`src/rtl/spi_arb_pkg.sv`:
```
// Shared definitions for the SPI transaction arbiter: FSM encoding and default sizing.
package spi_arb_pkg;

    localparam int unsigned DEF_DATA_W  = 24;
    localparam int unsigned DEF_TIMEOUT = 4096;

    typedef enum logic [1:0] {
        ST_IDLE  = 2'd0,
        ST_START = 2'd1,
        ST_WAIT  = 2'd2,
        ST_RESP  = 2'd3
    } arb_state_e;

endpackage

```
`src/rtl/rr_arbiter.sv`:
```
// Round-robin one-hot grant: first active request at or after ptr, wrapping to 0.
module rr_arbiter #(
    parameter int unsigned NREQ = 2,
    parameter int unsigned ID_W = 1
) (
    input  logic [NREQ-1:0] req,
    input  logic [ID_W-1:0] ptr,
    output logic [NREQ-1:0] grant
);

    logic [ID_W-1:0] idx;
    logic            found;

    always_comb begin
        grant = '0;
        found = 1'b0;
        idx   = '0;
        for (int unsigned i = 0; i < NREQ; i++) begin
            idx = ID_W'((32'(ptr) + i) % NREQ);
            if (!found && req[idx]) begin
                grant[idx] = 1'b1;
                found      = 1'b1;
            end
        end
    end

endmodule

```
`src/rtl/spi_txn_arbiter.sv`:
```
// Shares one SPI master among NREQ requesters: round-robin grant, start pulse,
// bounded wait for completion, single-cycle response with timeout flag.
module spi_txn_arbiter
    import spi_arb_pkg::*;
#(
    parameter int unsigned NREQ    = 2,
    parameter int unsigned DATA_W  = DEF_DATA_W,
    parameter int unsigned TIMEOUT = DEF_TIMEOUT,
    parameter int unsigned ID_W    = (NREQ > 2) ? $clog2(NREQ) : 1
) (
    input  logic                   fxclk,
    input  logic                   reset_in,
    input  logic [NREQ-1:0]        req_valid,
    input  logic [NREQ*DATA_W-1:0] req_data,
    output logic [NREQ-1:0]        req_ready,
    output logic                   rsp_valid,
    output logic [ID_W-1:0]        rsp_id,
    output logic [DATA_W-1:0]      rsp_data,
    output logic                   rsp_timeout,
    output logic                   spi_tx_start,
    output logic [DATA_W-1:0]      spi_tx_data,
    input  logic                   spi_tx_end,
    input  logic [DATA_W-1:0]      spi_rx_data,
    output logic                   busy
);

    localparam int unsigned CNT_W = (TIMEOUT > 2) ? $clog2(TIMEOUT) : 1;

    arb_state_e        state;
    logic [ID_W-1:0]   rr_ptr;
    logic [ID_W-1:0]   cur_id;
    logic [CNT_W-1:0]  cnt;
    logic [NREQ-1:0]   grant;
    logic [ID_W-1:0]   gnt_id;
    logic [DATA_W-1:0] gnt_data;

    rr_arbiter #(
        .NREQ (NREQ),
        .ID_W (ID_W)
    ) u_rr_arbiter (
        .req   (req_valid),
        .ptr   (rr_ptr),
        .grant (grant)
    );

    // Encode the one-hot grant into an index and select that requester's word.
    always_comb begin
        gnt_id   = '0;
        gnt_data = '0;
        for (int unsigned i = 0; i < NREQ; i++) begin
            if (grant[i]) begin
                gnt_id   = ID_W'(i);
                gnt_data = req_data[i*DATA_W +: DATA_W];
            end
        end
    end

    // Outputs are registered alongside the state; pulses default low each cycle.
    always_ff @(posedge fxclk or posedge reset_in) begin
        if (reset_in) begin
            state        <= ST_IDLE;
            rr_ptr       <= '0;
            cur_id       <= '0;
            cnt          <= '0;
            req_ready    <= '0;
            rsp_valid    <= 1'b0;
            rsp_id       <= '0;
            rsp_data     <= '0;
            rsp_timeout  <= 1'b0;
            spi_tx_start <= 1'b0;
            spi_tx_data  <= '0;
            busy         <= 1'b0;
        end else begin
            req_ready    <= '0;
            rsp_valid    <= 1'b0;
            spi_tx_start <= 1'b0;
            case (state)
                ST_IDLE: begin
                    if (|req_valid) begin
                        req_ready   <= grant;
                        spi_tx_data <= gnt_data;
                        cur_id      <= gnt_id;
                        rr_ptr      <= (gnt_id == ID_W'(NREQ - 1)) ? '0 : ID_W'(gnt_id + 1'b1);
                        busy        <= 1'b1;
                        state       <= ST_START;
                    end
                end
                ST_START: begin
                    spi_tx_start <= 1'b1;
                    cnt          <= '0;
                    state        <= ST_WAIT;
                end
                ST_WAIT: begin
                    // Completion takes priority over a timeout in the same cycle.
                    if (spi_tx_end) begin
                        rsp_valid   <= 1'b1;
                        rsp_id      <= cur_id;
                        rsp_data    <= spi_rx_data;
                        rsp_timeout <= 1'b0;
                        state       <= ST_RESP;
                    end else if (cnt == CNT_W'(TIMEOUT - 1)) begin
                        rsp_valid   <= 1'b1;
                        rsp_id      <= cur_id;
                        rsp_data    <= '0;
                        rsp_timeout <= 1'b1;
                        state       <= ST_RESP;
                    end else begin
                        cnt <= CNT_W'(cnt + 1'b1);
                    end
                end
                ST_RESP: begin
                    busy  <= 1'b0;
                    state <= ST_IDLE;
                end
                default: begin
                    busy  <= 1'b0;
                    state <= ST_IDLE;
                end
            endcase
        end
    end

endmodule

```
`config.mk`:
```
export PLATFORM = sky130hd
export DESIGN_NAME = spi_txn_arbiter
export DESIGN_NICKNAME = d
export VERILOG_FILES = /design/src/rtl/spi_arb_pkg.sv /design/src/rtl/rr_arbiter.sv /design/src/rtl/spi_txn_arbiter.sv
export SDC_FILE = /design/constraint.sdc
export NUM_CORES = 1
export LEC_CHECK = 0
export BUFFER_PORTS_ARGS = -buffer_cell sky130_fd_sc_hd__buf_2
export CAP_MARGIN = 5
export CORE_MARGIN = 2
export CORE_UTILIZATION = 51
export DETAILED_ROUTE_END_ITERATION = 10
export MAX_ROUTING_LAYER = met4
export PLACE_DENSITY = 0.88
export SYNTH_ARGS = -nofsm -noshare
export SYNTH_HDL_FRONTEND = slang
export SYNTH_HIERARCHICAL = 1
export SYNTH_SLANG_ARGS = --single-unit
```
`constraint.sdc`:
```
create_clock -name fxclk -period 4.4 [get_ports fxclk]
set_input_delay 0.22 -clock fxclk [delete_from_list [all_inputs] [get_ports fxclk]]
set_output_delay 0.22 -clock fxclk [all_outputs]
set_load 0.01 [all_outputs]
```
==> impl_results.md, run 1 <==
- Relative contribution of the clock network to total power: 0.204
- Yosys cell types: 37
- Core outline area: roughly 5800 um2
- Post-route clock period utilization: 0.480
- Antenna violations before repair: 0
- Fraction of layout instances using a drive strength above 1: 0.398
- Peak ir drop on the vdd network: between 0.3 and 0.4 mV
- Category of the most critical setup path: reg2reg
- Sequential group share of total power: 0.425
- Leakage component of the power: about 2.1 nW
- Area leader, netlist: dfrtp_1
- CP Launch Type: flop
- Register area: approximately 1800 um2
- Routed length per placed instance: around 15 um
- Synthesis-stage register bit count: 71
- Number of top-level pins: 132
- Setup repair after global routing missed its margin: false
- Actual slew at the worst max-slew pin: 1.14 ns
- First-pass GRT wire length: approximately 11 mm
- Clock-pin slew reported for the worst setup and hold paths after clock tree synthesis: around 0.08 ns
- Vias in the first global route: about 2500
- Max-slew violations: 0
- Power per Cell Area: 634 nW/um2
- Switching Share: 0.365
- Gate Count Post-Synth: around 270
- Total clock buffers created by CTS: 9
- Number of H-tree levels: 3
- R2R Path Start: rr_ptr
- Yosys warnings: 6
- Overflow left after global routing: 0
- CTS tree: built
- Flip-flop cell with the highest count after synthesis: dfrtp_1
- Internal power: approximately 0.0016 W
- Logic depth of the worst register-to-register path: 6
- Antenna viol nets, final: 0
- Final Net Count: 478
- Post-DP Area: about 3700 um2
- Signal arrival time at the worst endpoint: roughly 2.3 ns
- Slack of the critical path: 2.29 ns
- Hold Crit Class: in2reg
- Effective utilization at floorplan: 0.520
- Hold Violations, Final: 0
- Filler cells: roughly 470
- Highest achievable clock rate: 0.474 GHz
- Residual DRC: 0
- Largest net degree at the start of global routing: between 50 and 60
- Hold path cells: 2
- Fraction of registers with async set/reset: 1.00
- Worst-case setup slack after placement: 2.32 ns
- Normalized max-slew margin: 0.233
- Die Width: 81.0 um
- Net switching power of the design: approximately 0.00091 W
- Final core utilization: 0.676
- Die H: approximately 81 um
- EDFF count, synth: 0
- Total nets after synthesis: 349
- Launch point of the worst hold path: spi_rx_data[22]
- Port Buf Inserts: between 100 and 150
- Count of maximum capacitance violations: 0
- Total global routing track utilization: 0.228
- Final Routed Wirelength: 6.94 mm
- Clock tree sinks: between 70 and 80
- Outcome: finished, final reports clean
- Antenna cells: 0
- Maximum buffer depth of the clock tree: 2
- Via count: 2575
- Gate power share: 0.371
- Core Rows: 28
- CP required: between 4 and 5 ns
- Endpoint, Worst Hold: rsp_data[22]
- Area fraction of the dominant cell type after synthesis: 0.588
- Commonest non-fill, non-tap cells in the layout: 131 x buf_2, 71 x dfrtp_1, 34 x nand2_1, 29 x o21ai_0, 24 x a22o_1
- Cell area after technology mapping: 3020 um2
- Register area share after synthesis: 0.588
- Synth area leaders: dfrtp_1 59%, a22o_1 7.0%, a22oi_1 5.7%
- Post-route minimum period: between 2 and 2.5 ns
- Setup tns final: 0 ns
- Count of cells resized by post-cts repair: 0
- Worst reg2reg endpoint: spi_tx_data[11]
- Area taken by multi-input logic gates: roughly 1100 um2
- Hpwl dp: roughly 5.1 mm
- Critical Path Sink Type: flop
- Final Total Pwr: 0.00249 W
- Drt initial violations: between 100 and 150
- Buffers inserted during post-CTS setup optimization: 0
- Register-to-register path setup slack: about 2.3 ns
- Number of vias per cell: around 5.4
- Crit-path max FO: 27
- Clock insertion delay at the later pin of the skew report: approximately 0.34 ns
- Root buffer selected by CTS: clkbuf_8
- Die area: about 6600 um2
- DR pass1 iterations: 4
- Synth-to-layout area growth: 30.1%
- Final setup vio count: 0
- Synthesized area per cell: around 11 um2
- Routability congestion estimate from global placement: between 0.7 and 0.8
- Post-route clock skew: around 0.0056 ns
- Leading cell type in the layout, fill and taps excluded: buf_2
- Final design area excluding fillers: about 4000 um2
worst max path at each step:
stage / slack, ns / cells after the start / startpoint / endpoint
floorplan: 2.38 / 1 / reset_in / busy
finish: 2.29 / 6 / rr_ptr / spi_tx_data[11]
global route: 2.05 / 6 / rr_ptr / spi_tx_data[22]
detailed placement: 2.32 / 6 / rr_ptr / spi_tx_data[11]
global placement: 2.44 / 5 / cnt[0] / rsp_id
CTS: 2.30 / 6 / rr_ptr / spi_tx_data[11]
metal layers:
layer | routed length, um | vias to the layer above | part of all wire | track usage
met5 | 0 | - | 0 | -
met4 | 115 | 0 | 0.017 | 0.102
met3 | 416 | 12 | 0.060 | 0.0478
met2 | 3520 | 97 | 0.51 | 0.370
met1 | 2890 | 1228 | 0.42 | 0.275
li1 | - | 1238 | - | -
critical path, cell delays in order (launching register included):
cell and delay (ns):
dfrtp_1 0.38, inv_1 0.06, a21boi_2 0.85, nor2_1 0.08
buf_4 0.25, a22oi_1 0.19, o21ai_0 0.12
what timing repair did:
item	CTS	global route
endpoints found under the hold margin	27	0
hold buffers	1	0
endpoints found under the setup margin	0	0
logic make-up (layout without fill, tap and decap cells):
| logic type | after synthesis | in the layout | synth area share |
|---|---|---|---|
| fa+ha+maj | 6 | 6 | 0.0248 |
| simple gates | 58 | 58 | 0.0948 |
| flops | 71 | 71 | 0.588 |
| compound gates | 101 | 101 | 0.241 |
| mux | 4 | 4 | 0.0141 |
| buf+inv | 26 | 160 | 0.0373 |
power groups by stage:
stage | Combinational (W) | Clock, W | Sequential, W
after detailed placement | 0.000941 | 0 | 0.00107
after global placement | 0.000897 | 0 | 0.00106
final | 0.000925 | 0.000508 | 0.00106
after floorplan | 0.000455 | 0 | 0.00117
after global routing | 0.00103 | 0.000553 | 0.00110
after CTS | 0.000939 | 0.000521 | 0.00106
synthesized netlist by cell type, types with 2 or more instances:
cell type / instances
o21ai_0: 29
o41ai_1: 2
nor2_1: 6
mux2_2: 2
o311ai_0: 2
dfrtp_1: 71
and2_1: 2
nand4_2: 2
buf_6: 2
o31ai_1: 4
mux2i_1: 2
a22oi_1: 23
and3_1: 2
a21oi_1: 3
a22o_1: 24
nand3_1: 5
nand2_1: 34
inv_1: 10
clkbuf_1: 14
o2111ai_1: 2
ha_1: 6
o211ai_1: 4
flip-flops by register name, indices dropped and copies added, names as in the netlist, 2 cells and up:
| register | flops |
|---|---|
| spi_tx_data | 24 |
| req_ready | 2 |
| state | 2 |
| rsp_data | 24 |
| cnt | 12 |
area by class of cell:
class	count	share of cell area
repair buffers	134	0.173
well taps	75	0.0239
flip-flops and latches	71	0.452
inverters	10	0.00955
clock buffers	9	0.0315
clock inverters	7	0.0181
multi-input cells	169	0.292
stage by stage:
step                      hold WS [ns]  instances
after floorplan                  0.353        266
after global placement           0.290        458
after global routing            0.0747        475
after CTS                       0.0716        475
after detailed placement         0.299        458
final                           0.0902        475
(Power assumes the default switching activity.)
==> run 2, diff against run 1 <==
- ABC_AREA: default -> 1
- CORE_UTILIZATION: 51 -> 48
- PLACE_DENSITY: 0.88 -> 0.83
- clock period: 4.4 -> 2.15 ns (I/O delays scaled with it)
==> run 2 against run 1 <==
Effect of this change:
- count of clock-buffer cells in the layout rose by 1
- final cell count increased by 39%
- maximum frequency is 6.1% higher
- sequential cell count unchanged
- sequential share of layout area down 6.9 points
- die area is 13% higher
- area after synthesis up 6.9%
- largest cell class unchanged
- hold slack got worse by 0.078 ns
- combinational power is 130% higher
- core utilization increased by 4.6 points
==> impl_results.md, run 2 <==
- Die area: 7410 um2
- Root buffer selected by CTS: clkbuf_8
- Cell area after technology mapping: about 3200 um2
- Most frequent cell after synthesis: nand2_1
- Antenna viol nets, final: 0
- Hold Crit Class: in2reg
- Number of vias per cell: slightly above 5
- Hold Violations, Final: 0
- Clock insertion delay at the later pin of the skew report: 0.34 ns
- Synth-to-layout area growth: 43.6%
- Leakage component of the power: between 2 and 3 nW
- Power per Cell Area: 1140 nW/um2
- Via count: 3368
- DR pass1 iterations: 5
- Final core utilization: 0.723
- Worst reg2reg endpoint: spi_tx_data[13]
- Leading cell type in the layout, fill and taps excluded: nand2_1
- Setup repair after global routing missed its margin: false
- Clock-pin slew reported for the worst setup and hold paths after clock tree synthesis: 0.08 ns
- Synthesis-stage register bit count: about 70
- Fraction of registers with async set/reset: 1.00
- EDFF count, synth: 0
- Area share of fa/ha/maj cells after synthesis: 0.0232
- Crit-path max FO: 26
- Final Net Count: 661
- Die Width: roughly 86 um
- Yosys cell types: 23
- Total global routing track utilization: 0.265
- Core Rows: 29
- Slack of the critical path: roughly 0.16 ns
- Synthesized area per cell: 8.16 um2
- Critical Path Sink Type: flop
- Largest net degree at the start of global routing: 46
- CTS tree: built
- Outcome: finished, final reports clean
- Antenna cells: 0
- Commonest non-fill, non-tap cells in the layout: 171 x nand2_1, 132 x buf_2, 71 x dfrtp_1, 66 x nand3_1, 49 x dlygate4sd3_1
- Post-route clock period utilization: 0.926
- Final setup vio count: 0
- Post-synthesis share of cell area spent on and, or, nand and nor gates: 0.343
- Overflow left after global routing: 0
- Logic depth of the worst register-to-register path: 9
- Signal arrival time at the worst endpoint: 2.22 ns
- Number of top-level pins: approximately 130
- Clock tree sinks: 71
- Number of H-tree levels: 3
- Flip-flop cell with the highest count after synthesis: dfrtp_1
- Effective utilization at floorplan: 0.503
- Final Total Pwr: around 0.0053 W
- Final-layout worst hold slack: 0.0119 ns
- Post-route clock skew: roughly 0.0091 ns
- CP Launch Point: state[0]
- Area fraction of the dominant cell type after synthesis: 0.550
- Setup tns final: 0 ns
- Normalized max-slew margin: 0.506
- Residual DRC: 0
- Highest achievable clock rate: around 0.50 GHz
- Critical Path End: spi_tx_data[13]
- Portion of netlist area occupied by mux cells: 0
- Hpwl dp: 5.60 mm
- Buffers inserted during post-CTS setup optimization: 0
- Routed length per placed instance: between 10 and 15 um
- Antenna violations before repair: 0
- Port Buf Inserts: roughly 130
- Worst-case setup slack after placement: between 0.4 and 0.5 ns
- Area leader, netlist: dfrtp_1
- Most numerous cell types in the synthesized netlist: 171 x nand2_1, 71 x dfrtp_1, 66 x nand3_1, 22 x inv_1, 18 x nor2_1
- Post-route minimum period: approximately 2 ns
- Total clock buffers created by CTS: 9
- Fraction of layout instances using a drive strength above 1: 0.283
- Final Routed Wirelength: approximately 9.1 mm
- Max-slew violations: 0
- Die H: 86.1 um
- Complex-gate fraction of the synthesized area: 0.0290
- Register-to-register path setup slack: around 0.16 ns
- CP required: around 2.4 ns
- Vias in the first global route: roughly 3300
- Register area share after synthesis: 0.550
- Core outline area: about 6400 um2
- Maximum buffer depth of the clock tree: 2
- Count of maximum capacitance violations: 0
- CP Launch Type: flop
- Gate Count Post-Synth: around 400
- R2R Path Start: state[0]
- Drt initial violations: approximately 240
- Xor/xnor share of the synthesized area: 0.00271
- Actual slew at the worst max-slew pin: about 0.74 ns
- Yosys warnings: 6
- Category of the most critical setup path: reg2reg
- Synth area leaders: dfrtp_1 55%, nand2_1 20%, nand3_1 10%
- Largest family of logic cells by synthesized area: simple AND/OR/NAND/NOR gates
- Largest registers in the final layout: rsp_data (24), spi_tx_data (24), cnt (12)
- First-pass GRT wire length: 15.0 mm
- Peak ir drop on the vdd network: between 0.6 and 0.7 mV
- Total nets after synthesis: ~480
- Routability congestion estimate from global placement: between 0.9 and 1
-- run 2: cell count changes after synthesis, moves of 4 or more --
cell      before  now
inv_1         10   22
nand2_1       34  171
a22o_1        24    0
o211ai_1       4    0
a22oi_1       23    0
o21ai_0       29   10
clkbuf_1      14    6
o31ai_1        4    0
nor2_1         6   18
buf_2          0    4
nand3_1        5   66
-- run 2: power by group --
part	internal, W	switching [W]	total (W)
registers	0.00188	0.000319	0.00220
logic	0.000851	0.00128	0.00213
clock network	0.000454	0.000518	0.000972
-- run 2: per-stage QoR --
stage | cells | cell area [um2]
3_5_place_dp | 594 | 3950
4_1_cts | 659 | 4620
6_report | 660 | 4640
5_1_grt | 660 | 4640
3_3_place_gp | 594 | 3950
2_1_floorplan | 396 | 3230
-- run 2: worst min-delay path by stage --
| stage | start | endpoint | slack, ns | cells past startpoint |
|---|---|---|---|---|
| 2_1_floorplan | spi_tx_end | rsp_timeout | 0.22 | 1 |
| 3_3_place_gp | reset_in | spi_tx_data[2] | 0.19 | 2 |
| 3_5_place_dp | reset_in | spi_tx_data[2] | 0.20 | 2 |
| 4_1_cts | req_data[2] | spi_tx_data[2] | 0.001 | 3 |
| 5_1_grt | req_data[11] | spi_tx_data[11] | 0.01 | 3 |
| 6_report | req_data[11] | spi_tx_data[11] | 0.01 | 3 |
-- run 2: cell type report --
class | instances | area, um2
multi-input combinational | 286 | 1290
tap | 77 | 96.3
inverter | 24 | 95.1
sequential | 71 | 1780
clock inverter | 6 | 42.5
clock buffer | 10 | 138
timing repair buffer | 186 | 1200
fill | 441 | 1780
-- run 2: critical path, cell delays in order, from the launching register on --
cell and delay [ns]:
dfrtp_1 0.41, inv_1 0.10, ha_1 0.24, o21ai_2 0.10
inv_2 0.07, nand2_1 0.15, inv_6 0.11, nand2_1 0.08
nand3_1 0.06, dlygate4sd3_1 0.56
-- run 2: metal layers --
layer  GRT usage  share of wire
met5           -              0
met4       0.111          0.025
met3      0.0664          0.098
met2       0.403           0.46
met1       0.339           0.42
-- run 2: cell families after synthesis --
logic type / after synthesis
simple gates: 264
flops: 71
buf+inv: 39
compound gates: 15
fa+ha+maj: 6
xor+xnor: 1
-- run 2: timing repair --
action | CTS | global route
setup endpoints to repair | 0 | 1
resized for setup | 0 | 5
hold buffers | 49 | 0
endpoints found under the hold margin | 73 | 0
